File: config.mk
export PLATFORM = sky130hd
export DESIGN_NAME = vram_dma_reader_flat
export DESIGN_NICKNAME = d
export VERILOG_FILES = /design/src/rtl/vram_dma_reader_if.sv /design/src/rtl/vram_dma_reader.sv /design/src/flat_wrapper.sv
export SDC_FILE = /design/constraint.sdc
export NUM_CORES = 1
export LEC_CHECK = 0
export ABC_AREA = 1
export CAP_MARGIN = 10
export CORE_AREA = 2 2 150 152
export DETAILED_ROUTE_END_ITERATION = 6
export DIE_AREA = 0 0 152 154
export GPL_ROUTABILITY_DRIVEN = 0
export PLACE_DENSITY = 0.92
export REMOVE_ABC_BUFFERS = 1
export SLEW_MARGIN = 10
export SYNTH_ARGS = -nofsm -noshare
export SYNTH_HDL_FRONTEND = slang
export SYNTH_SLANG_ARGS = --single-unit
File: constraint.sdc
create_clock -name clk -period 11.7 [get_ports clk]
set_input_delay 1.17 -clock clk [delete_from_list [all_inputs] [get_ports clk]]
set_output_delay 1.17 -clock clk [all_outputs]
set_load 0.01 [all_outputs]
File: src/rtl/vram_dma_reader_if.sv
// Avalon-MM burst read bus plus the CPU-facing VRAM write port
// driven by the VRAM DMA reader.
interface vram_dma_reader_if #(
    parameter int ADDR_W = 12
);
    logic [31:0]       avm_address;
    logic              avm_read;
    logic [6:0]        avm_burstcount;
    logic              avm_waitrequest;
    logic [127:0]      avm_readdata;
    logic              avm_readdatavalid;
    logic [ADDR_W-1:0] vram_wraddr;
    logic              vram_wren;
    logic [127:0]      vram_wrdata;

    modport master (
        output avm_address,
        output avm_read,
        output avm_burstcount,
        input  avm_waitrequest,
        input  avm_readdata,
        input  avm_readdatavalid,
        output vram_wraddr,
        output vram_wren,
        output vram_wrdata
    );

    modport slave (
        input  avm_address,
        input  avm_read,
        input  avm_burstcount,
        output avm_waitrequest,
        output avm_readdata,
        output avm_readdatavalid,
        input  vram_wraddr,
        input  vram_wren,
        input  vram_wrdata
    );
endinterface

File: src/rtl/vram_dma_reader.sv
// Copies one VRAM image from HPS SDRAM into CPU-facing VRAM using
// single-outstanding Avalon bursts, then pulses finish to the PPU.
module vram_dma_reader #(
    parameter int VRAM_WORDS = 4096,
    parameter int BURST_LEN  = 16,
    parameter int ADDR_W     = 12
) (
    input  logic               clk,
    input  logic               rst,
    input  logic               start,
    input  logic [31:0]        src_addr,
    output logic               busy,
    output logic               finish,
    vram_dma_reader_if.master  bus
);
    localparam int CW = $clog2(VRAM_WORDS + 1);
    localparam int BW = $clog2(BURST_LEN + 1);
    localparam logic [CW-1:0] WORDS = CW'(VRAM_WORDS);
    localparam logic [BW-1:0] BEATS = BW'(BURST_LEN);

    typedef enum logic [1:0] {
        IDLE,
        REQ,
        DATA,
        DONE
    } state_t;

    state_t            state;
    logic [31:0]       base;
    logic [CW-1:0]     wcnt;
    logic [BW-1:0]     bcnt;
    logic [CW-1:0]     wcnt_nxt;
    logic [BW-1:0]     bcnt_nxt;
    logic [31:0]       avm_address;
    logic              avm_read;
    logic [ADDR_W-1:0] vram_wraddr;
    logic              vram_wren;
    logic [127:0]      vram_wrdata;

    assign wcnt_nxt = wcnt + CW'(1);
    assign bcnt_nxt = bcnt + BW'(1);

    assign bus.avm_address    = avm_address;
    assign bus.avm_read       = avm_read;
    assign bus.avm_burstcount = 7'(BURST_LEN);
    assign bus.vram_wraddr    = vram_wraddr;
    assign bus.vram_wren      = vram_wren;
    assign bus.vram_wrdata    = vram_wrdata;

    always_ff @(posedge clk or posedge rst) begin
        if (rst) begin
            state       <= IDLE;
            base        <= '0;
            wcnt        <= '0;
            bcnt        <= '0;
            busy        <= 1'b0;
            finish      <= 1'b0;
            avm_read    <= 1'b0;
            avm_address <= '0;
            vram_wren   <= 1'b0;
            vram_wraddr <= '0;
            vram_wrdata <= '0;
        end else begin
            finish    <= 1'b0;
            vram_wren <= 1'b0;
            unique case (state)
                IDLE: begin
                    if (start) begin
                        base        <= {src_addr[31:4], 4'h0};
                        avm_address <= {src_addr[31:4], 4'h0};
                        avm_read    <= 1'b1;
                        wcnt        <= '0;
                        bcnt        <= '0;
                        busy        <= 1'b1;
                        state       <= REQ;
                    end
                end
                REQ: begin
                    if (!bus.avm_waitrequest) begin
                        avm_read <= 1'b0;
                        state    <= DATA;
                    end
                end
                DATA: begin
                    // readdatavalid only counts here; stray beats elsewhere drop
                    if (bus.avm_readdatavalid) begin
                        vram_wren   <= 1'b1;
                        vram_wrdata <= bus.avm_readdata;
                        vram_wraddr <= ADDR_W'(wcnt);
                        wcnt        <= wcnt_nxt;
                        bcnt        <= bcnt_nxt;
                        if (bcnt_nxt == BEATS) begin
                            if (wcnt_nxt == WORDS) begin
                                state <= DONE;
                            end else begin
                                bcnt        <= '0;
                                avm_read    <= 1'b1;
                                avm_address <= base + (32'(wcnt_nxt) << 4);
                                state       <= REQ;
                            end
                        end
                    end
                end
                DONE: begin
                    busy   <= 1'b0;
                    finish <= 1'b1;
                    state  <= IDLE;
                end
                default: state <= IDLE;
            endcase
        end
    end
endmodule

File: src/flat_wrapper.sv
// flat-port wrapper written by rule: the top's interface ports become plain ports
module vram_dma_reader_flat 
#(
    parameter int VRAM_WORDS = 4096,
    parameter int BURST_LEN  = 16,
    parameter int ADDR_W     = 12
)
  (clk, rst, start, src_addr, busy, finish, bus_avm_address, bus_avm_read, bus_avm_burstcount, bus_avm_waitrequest, bus_avm_readdata, bus_avm_readdatavalid, bus_vram_wraddr, bus_vram_wren, bus_vram_wrdata);
  vram_dma_reader_if #(.ADDR_W(ADDR_W)) bus_i ();
  input  logic clk;
  input  logic rst;
  input  logic start;
  input  logic [31:0] src_addr;
  output logic busy;
  output logic finish;
  output wire logic [$bits(bus_i.avm_address)-1:0] bus_avm_address;
  output wire logic [$bits(bus_i.avm_read)-1:0] bus_avm_read;
  output wire logic [$bits(bus_i.avm_burstcount)-1:0] bus_avm_burstcount;
  input wire logic [$bits(bus_i.avm_waitrequest)-1:0] bus_avm_waitrequest;
  input wire logic [$bits(bus_i.avm_readdata)-1:0] bus_avm_readdata;
  input wire logic [$bits(bus_i.avm_readdatavalid)-1:0] bus_avm_readdatavalid;
  output wire logic [$bits(bus_i.vram_wraddr)-1:0] bus_vram_wraddr;
  output wire logic [$bits(bus_i.vram_wren)-1:0] bus_vram_wren;
  output wire logic [$bits(bus_i.vram_wrdata)-1:0] bus_vram_wrdata;
  assign bus_avm_address = bus_i.avm_address;
  assign bus_avm_read = bus_i.avm_read;
  assign bus_avm_burstcount = bus_i.avm_burstcount;
  assign bus_i.avm_waitrequest = bus_avm_waitrequest;
  assign bus_i.avm_readdata = bus_avm_readdata;
  assign bus_i.avm_readdatavalid = bus_avm_readdatavalid;
  assign bus_vram_wraddr = bus_i.vram_wraddr;
  assign bus_vram_wren = bus_i.vram_wren;
  assign bus_vram_wrdata = bus_i.vram_wrdata;
  vram_dma_reader #(.VRAM_WORDS(VRAM_WORDS), .BURST_LEN(BURST_LEN), .ADDR_W(ADDR_W)) u_core (.clk(clk), .rst(rst), .start(start), .src_addr(src_addr), .busy(busy), .finish(finish), .bus(bus_i));
endmodule
Yosys cells after proc, flatten, opt, wreduce, memory -nomap -nowiden
Index checks and enable logic that the tools add are counted.

Logic and storage cells: 64. Bits in registers: 224.

Eq/ne operators: 10. Add/sub/neg operators: 3. Reduce and logical (&&, ||, !) cells: 11. Multiplexer cells: 29.

Operators with widths (count): 32-bit 2-to-1 mux (4); 32-bit case mux with 2 select lines (1); 32-bit by 17-bit adder with 32-bit output (1); 13-bit 2-to-1 mux (2); 13-bit case mux with 2 select lines (1); 5-bit 2-to-1 mux (4); 13-bit by 1-bit adder with 13-bit output (second input constant) (1); 13-bit == test (second input constant) (1); 2-bit 2-to-1 mux (5); 5-bit case mux with 2 select lines (1); 1-bit 2-to-1 mux (8); 2-bit != test (second input constant) (4); 2-bit case mux with 4 select lines (1); 2-bit AND reduction (3); 6-bit AND reduction (1); 5-bit by 1-bit adder with 5-bit output (second input constant) (1); 5-bit == test (second input constant) (1); 5-bit AND reduction (1); 2-bit == test (second input constant) (2); 4-bit AND reduction (1); 2-bit nonzero test (2); 1-bit case mux with 3 select lines (1); 3-bit AND reduction (1); 3-bit nonzero test (1); other kinds (4) (4).

Longest topological paths before layout
Gate-level depths: netlist of the first run.

Depth in word-level cells: 6. Mapped depth: 22.

Worst setup path after synthesis of the first run
OpenSTA, ideal clock, no wires.

Kind: register to register. From: register u_core.wcnt[1]. To: register u_core.avm_address[15], in the netlist u_core.bus.avm_address[15]. Arrival time: 2.250 ns. Setup time: 0.116 ns. Setup slack: 9.334 ns. Period minus slack after synthesis: 2.366 ns. Cell stages (with the launch flop): 19. Data required time: 11.584 ns. Cell sequence: dfrtp_1 -> ha_1 -> nand2_2 -> nor2_2 -> nand3_1 -> nand2_1 -> inv_2 -> ha_1 -> nand2_1 -> inv_1 -> nand2_1 -> nand2_1 -> inv_1 -> nand3_1 -> or2_2 -> nand3_1 -> o21ai_0 -> nand2_1 -> nand2_1.

Longest elaborated chain between the ends: 6. Elaborated cells on any way between the ends: 9.

RTL lines: start: declaration (line vram_dma_reader.sv:30) `logic [CW-1:0] wcnt;`; start signal: assignment (line vram_dma_reader.sv:90) `wcnt <= wcnt_nxt;`; 13-bit by 1-bit adder with 13-bit output (*) (line vram_dma_reader.sv:40) `assign wcnt_nxt = wcnt + CW'(1);`; 32-bit by 17-bit adder with 32-bit output (line vram_dma_reader.sv:98) `avm_address <= base + (32'(wcnt_nxt) << 4);`; 32-bit 2-to-1 mux (line vram_dma_reader.sv:93) `if (wcnt_nxt == WORDS) begin`; 32-bit 2-to-1 mux (line vram_dma_reader.sv:92) `if (bcnt_nxt == BEATS) begin`; 32-bit 2-to-1 mux (line vram_dma_reader.sv:86) `if (bus.avm_readdatavalid) begin`; 32-bit case mux with 2 select lines (line vram_dma_reader.sv:66) `unique case (state)`; end signal: assignment (line vram_dma_reader.sv:70) `avm_address <= {src_addr[31:4], 4'h0};`; end signal: assignment (line vram_dma_reader.sv:98); end: declaration (line vram_dma_reader.sv:34) `logic [31:0] avm_address;`.

Every way passes the cells marked *; elsewhere a longest branch is shown, timed or not. The select of a mux whose other input is x is not followed. A chain may end at the register's enable or synchronous reset.

Final worst setup path of the first run
From: input port bus_avm_readdatavalid. To: register u_core.avm_address[27], in the netlist u_core.bus.avm_address[27].

Longest elaborated chain between the ends: 2.

RTL lines: start: declaration (line flat_wrapper.sv:21) `input wire logic [$bits(bus_i.avm_readdatavalid)-1:0] bus_avm_readdatavalid;`; 2-bit != test (no line); 5-bit AND reduction (no line).

Every way passes these cells.

==> results_dict.tcl, run 1 <==
set metrics [dict create \
    synth_area_leaders "dfrtp_1, nand2_1, inv_1, nand3_1, o21ai_0" \
    route.detailed.drc 0 \
    synthXorXnorAreaFrac 0.00592 \
    grt_pass1_vias 10198 \
    end_kind "flip-flop" \
    min_period_ns 4.23 \
    wl_um 32100 \
    synthFlopType "dfrtp_1" \
    track_usage 0.270 \
    p_per_area_mw_per_mm2 259 \
    r2r-start "u_core.state[0]" \
    core_area_mm2 0.0217 \
    port_buffers 332 \
    cp_top_family "simple AND/OR/NAND/NOR gates" \
    finalSetupTns_ns 0 \
    fp.dieH_um 154 \
    synth_top_family_by_area "simple AND/OR/NAND/NOR gates" \
    muxShareOfSynthArea 0.00543 \
    crit_chain "clkdlybuf4s50_1 -> inv_1 -> nor2_4 -> inv_4 -> nand2_1 -> inv_2 -> a21oi_2 -> nand2_4 -> inv_2 -> nand2_1 -> nand2_1" \
    reg2reg_slack_ns 7.63 \
    numCtsBuffers 25 \
    power.leakage_nw 7.42 \
    fmaxAchievable_ghz 0.236 \
    fin_area_mm2 0.0147 \
    postSynthAreaPerCell_um2 7.70 \
    max_slew_margin 0.298 \
    route.vias.total 10006 \
    ys_types 37 \
    path_common_cell "nand2_1" \
    hold_slack_ns 0.468 \
    arrival_ns 4.68 \
    die_x_um 152 \
    cpPeakStageDelay_ns 0.66 \
    timing.critical_path.buf_inv 5 \
    async_reset_ff_frac 1.00 \
    final_nets 1843 \
    peakVddDrop_mv 0.192 \
    via_per_inst 5.11 \
    num_rows 54 \
    grt_pass1_wl_um 51400 \
    root_buffer "clkbuf_16" \
    cts_buffer_depth 3 \
    finalClockSkew_ns 0.0123 \
    fin_crit_sh 0.362 \
    mostFrequentLayoutCell "nand2_1" \
    drv_slew 0 \
    start_kind "input port" \
    cts_htree_levels 1 \
    critPathKind "in -> reg" \
    grt_antenna_before_repair 1 \
    dpl_cell_area_mm2 0.0138 \
    first_pass_iters 5 \
    postRouteAntennaNets 0 \
    multi_input_comb_area_mm2 0.00426 \
    synth_edf_count 0 \
    dp_hpwl_um 22600 \
    drtIter0Drc 652 \
    rsz0062_at_grt "false" \
    setup_viol 0 \
    ys_warn_count 0 \
    drive_gt1_frac 0.0441 \
    area_growth_syn_to_layout_pct 41.6 \
    reg2reg_depth 11 \
    path_max_fanout 68 \
    clkSinkCount 220 \
    yosys.area.top_type "dfrtp_1" \
    syn_inst 1346 \
    r2r-end "u_core.bus.avm_address[27]" \
    cts_tree "built" \
    synthAdderAreaFrac 0.0225 \
    mostFrequentLayoutCells "nand2_1, clkdlybuf4s50_1, dfrtp_1" \
    synth_top_area_frac 0.531 \
    post-cts-setup-buffer-count 0 \
    slowest_stage "nor2_4" \
    initial_core_util 0.478 \
    ctsHoldBuffers 0 \
    hold_violations 0 \
    fill_cells 1596 \
    cap_viol_max_count 0 \
    cts_resized 0 \
    io_pins 348 \
    ff_latch_area_mm2 0.00551 \
    hp-class "reg -> reg" \
    ys_ff_latch 220 \
    min_to "u_core.bus.vram_wrdata[77]" \
    netlist_area_mm2 0.0104 \
    hold_depth 2 \
    grt_max_degree 150 \
    die_area_mm2 0.0234 \
    post_drt_wl_per_cell_um 16.4 \
    synthSimpleGateAreaFrac 0.326 \
    critPathRequiredTime_ns 12.15 \
    ys_seq_area_frac 0.531 \
    holdCritStartpoint "u_core.bus.vram_wrdata[77]" \
    status "complete, no violations" \
    path_clk_slew_ns 0.06 \
    grt_overflow_total 0 \
    synth-compound-area-share 0.0469 \
    clk_latency_ns 0.52 \
    tightest_slew_ns 1.05 \
]
==> stage by stage <==
| step | setup slack [ns] | utilization | cells | total power, mW |
|---|---|---|---|---|
| final | 7.47 | 0.677 | 1960 | 3.79 |
| after global routing | 7.13 | 0.677 | 1960 | 4.03 |
| after CTS | 7.43 | 0.676 | 1959 | 3.82 |
| after detailed placement | 6.92 | 0.638 | 1913 | 2.99 |
| after global placement | 7.01 | 0.638 | 1913 | 2.91 |
| after floorplan | 4.43 | - | 1296 | 2.09 |
==> where the power goes <==
group          switching, mW  total, mW  internal (mW)
Combinational          0.898       1.67          0.775
Clock                  0.326      0.802          0.476
Sequential             0.221       1.32           1.10
Total                   1.44       3.79           2.35
==> logic make-up after synthesis <==
group | after synthesis
and+or+nand+nor | 855
adders and majority gates | 18
buffers and inverters | 150
other | 2
DFF | 220
AOI/OAI and AO/OA | 89
xor gates and xnor gates | 7
muxes | 5
==> synthesized netlist by cell type (6+ instances only) <==
master    count
nand2_1     707
dfrtp_1     220
inv_1        85
nand3_1      58
nor2_1       58
o21ai_0      50
clkbuf_1     39
a21oi_1      17
ha_1         17
buf_4        14
o22ai_1       9
nor3_1        6
or2_2         6
xor2_1        6
==> state kept, by name (all words and copies together) (netlist names) <==
signal / cells
u_core.bus.avm_address: 28
u_core.wcnt: 13
u_core.bus.vram_wraddr: 12
u_core.bus.vram_wren: 1
u_core.busy: 1
u_core.bcnt: 5
u_core.finish: 1
u_core.state: 2
u_core.bus.vram_wrdata: 128
u_core.base: 28
u_core.bus.avm_read: 1
==> cell type report <==
class / count / share of cell area
timing repair buffer: 337 / 0.229
sequential: 220 / 0.375
tap: 280 / 0.0239
clock buffer: 35 / 0.0493
antenna: 1 / 0.000171
clock inverter: 11 / 0.00802
multi-input combinational: 985 / 0.291
inverter: 91 / 0.0240
==> worst max path at each step <==
| stage | start | endpoint | cells after the start |
|---|---|---|---|
| finish | bus_avm_readdatavalid | u_core.bus.avm_address[27] | 11 |
| detailed placement | bus_avm_readdatavalid | u_core.bus.avm_address[27] | 11 |
| floorplan | bus_avm_readdatavalid | u_core.bus.avm_address[15] | 10 |
| global placement | bus_avm_readdatavalid | u_core.bus.avm_address[9] | 11 |
| global route | bus_avm_readdatavalid | u_core.bus.avm_address[15] | 11 |
| CTS | bus_avm_readdatavalid | u_core.bus.avm_address[27] | 11 |
==> per-layer routing <==
metal / vias to the layer above / GRT usage / wire, um
met1: 4693 / 0.294 / 11400
met3: 112 / 0.0823 / 2830
li1: 4776 / - / -
met2: 425 / 0.473 / 16000
met5: - / 0 / 0
met4: 0 / 0.147 / 1860
==> worst min-delay path, cell delays in order (launching register included) <==
cell     delay (ns)
dfrtp_1        0.34
nand2_1        0.05
nand2_1        0.05
Note: power is estimated with default switching activity, not from simulation.
==> run 2, diff against run 1 <==
--- a/config.mk
+++ b/config.mk
@@ -7,11 +7,11 @@
 export LEC_CHECK = 0
 export ABC_AREA = 1
 export CAP_MARGIN = 10
-export CORE_AREA = 2 2 150 152
+export CORE_AREA = 2 2 154 156
 export DETAILED_ROUTE_END_ITERATION = 6
-export DIE_AREA = 0 0 152 154
+export DIE_AREA = 0 0 156 158
 export GPL_ROUTABILITY_DRIVEN = 0
-export PLACE_DENSITY = 0.92
+export PLACE_DENSITY = 0.88
 export REMOVE_ABC_BUFFERS = 1
 export SLEW_MARGIN = 10
 export SYNTH_ARGS = -nofsm -noshare
==> constraint.sdc (replaced) <==
create_clock -name clk -period 4 [get_ports clk]
set_input_delay 0.4 -clock clk [delete_from_list [all_inputs] [get_ports clk]]
set_output_delay 0.4 -clock clk [all_outputs]
set_load 0.01 [all_outputs]
==> run 2 against run 1 <==
Net effect:
- highest routed layer unchanged
- critical path type is now reg -> reg
- sequential share of layout area down 0.093 points
- flip-flop and latch count stayed put
- combinational power grew to 2.9 times the previous value
- largest cell class unchanged
- non-clock buffer count up 3
==> results_dict.tcl, run 2 (synthesis gave the netlist of run 1 again) <==
set metrics [dict create \
    fin_ws_ns 0.868 \
    fill_cells 1763 \
    power.leakage_nw 7.43 \
    power_switching_mw 4.16 \
    cap_viol_max_count 0 \
    finalClockSkew_ns 0.0145 \
    reg2reg_slack_ns 0.87 \
    critPathRequiredTime_ns 4.45 \
    tightest_slew_ns 1.05 \
    combPwrFrac 0.443 \
    grt_pass1_wl_um 49700 \
    clkPwrFrac 0.208 \
    die_x_um 156 \
    postRouteAntennaNets 0 \
    route.detailed.drc 0 \
    min_period_ns 3.13 \
    via_per_inst 5.02 \
    post-cts-setup-buffer-count 0 \
    mostFrequentLayoutCells "nand2_1, clkdlybuf4s50_1, dfrtp_1" \
    root_buffer "clkbuf_16" \
    route.vias.total 9883 \
    clkSinkCount 220 \
    arrival_ns 3.58 \
    start_kind "flip-flop" \
    cts_htree_levels 1 \
    grt_overflow_total 0 \
    ctsHoldBuffers 0 \
    die_area_mm2 0.0246 \
    grt_pass1_vias 9872 \
    dp_cells 1926 \
    io_pins 348 \
    post_drt_wl_per_cell_um 16.1 \
    numCtsBuffers 24 \
    fp.dieH_um 158 \
    setup_viol 0 \
    cts_tree "built" \
    status "complete, no violations" \
    top_register "u_core.bus.vram_wrdata" \
    fin_cells 1967 \
    mostFrequentLayoutCell "nand2_1" \
    rsz0062_at_grt "false" \
    fmaxAchievable_ghz 0.319 \
    cellInternalPower_mw 6.88 \
    grt_max_degree 114 \
    cts_resized 0 \
    track_usage 0.255 \
    first_pass_iters 5 \
    drv_slew 0 \
    peakVddDrop_mv 0.587 \
    num_rows 56 \
    hold_slack_ns 0.418 \
    critPathKind "reg -> reg" \
    largest_reg_flops 128 \
    dp_slack_ns 0.919 \
    area_growth_syn_to_layout_pct 42.0 \
    dp_hpwl_um 22600 \
    swShare 0.377 \
    fin_crit_sh 0.783 \
    port_buffers 332 \
    final_nets 1845 \
    cts_buffer_depth 3 \
    p_per_area_mw_per_mm2 750 \
    hp-class "in -> reg" \
    wl_um 31800 \
    max_slew_margin 0.297 \
    initial_core_util 0.449 \
    hold_violations 0 \
    antennaDiodeCount 0 \
    drtIter0Drc 655 \
    path_max_fanout 50 \
    path_clk_slew_ns 0.06 \
    end_kind "flip-flop" \
    grt_antenna_before_repair 0 \
    pwr-share-seq 0.349 \
    core_area_mm2 0.0231 \
    clk_latency_ns 0.52 \
    drive_gt1_frac 0.0441 \
    top_regs "u_core.bus.vram_wrdata: 128 flops, u_core.base: 28 flops, u_core.bus.avm_address: 28 flops" \
]
==> run 2: critical path, cell delays in order (launching register included) <==
cell,delay (ns)
dfrtp_1,0.41
inv_1,0.10
nand2_2,0.37
nor2_4,0.26
inv_4,0.20
nand2_1,0.42
inv_2,0.20
a21oi_2,0.22
nand2_4,0.25
inv_2,0.40
nand2_1,0.11
nand2_1,0.08
==> run 2: final timing paths <==
check | cells past startpoint | startpoint | to
max reg2reg | 11 | u_core.state[0] | u_core.bus.avm_address[25]
max | 11 | u_core.state[0] | u_core.bus.avm_address[25]
max in group asynchronous | 3 | rst | u_core.bus.vram_wrdata[89]
min | 3 | bus_avm_readdata[24] | u_core.bus.vram_wrdata[24]
min reg2reg | 2 | u_core.bus.vram_wrdata[26] | u_core.bus.vram_wrdata[26]
min in group asynchronous | 2 | rst | u_core.bus.vram_wrdata[66]
==> run 2: metal layers <==
metal,up-vias,wire length (um),GRT usage
met3,90,2770,0.0731
li1,4760,-,-
met5,-,0,0
met2,404,16000,0.456
met4,0,1840,0.131
met1,4629,11200,0.274
==> run 2: power by group through the flow <==
stage | combinational, mW | sequential [mW] | clock, mW
floorplan | 1.95 | 4.15 | 0
CTS | 4.94 | 3.85 | 2.33
detailed placement | 4.87 | 3.86 | 0
global placement | 4.74 | 3.82 | 0
finish | 4.89 | 3.85 | 2.30
global route | 5.37 | 3.97 | 2.42
==> run 2: cell type report <==
cell class / instances / area, um^2 / area share
clock buffers: 34 / 729 / 0.0496
clock inverters: 7 / 90.1 / 0.00612
inverters: 91 / 352 / 0.0239
multi-input cells: 985 / 4260 / 0.290
flip-flops and latches: 220 / 5510 / 0.374
well taps: 290 / 363 / 0.0247
repair buffers: 340 / 3410 / 0.232
==> run 2: metrics by stage <==
stage | util | setup TNS (ns) | total power [mW] | instance area (um^2)
2_1_floorplan | - | -876.50 | 6.10 | 10100
3_3_place_gp | 0.603 | 0 | 8.56 | 13900
3_5_place_dp | 0.603 | 0 | 8.73 | 13900
4_1_cts | 0.638 | 0 | 11.1 | 14700
5_1_grt | 0.638 | 0 | 11.8 | 14700
6_report | 0.638 | 0 | 11.0 | 14700
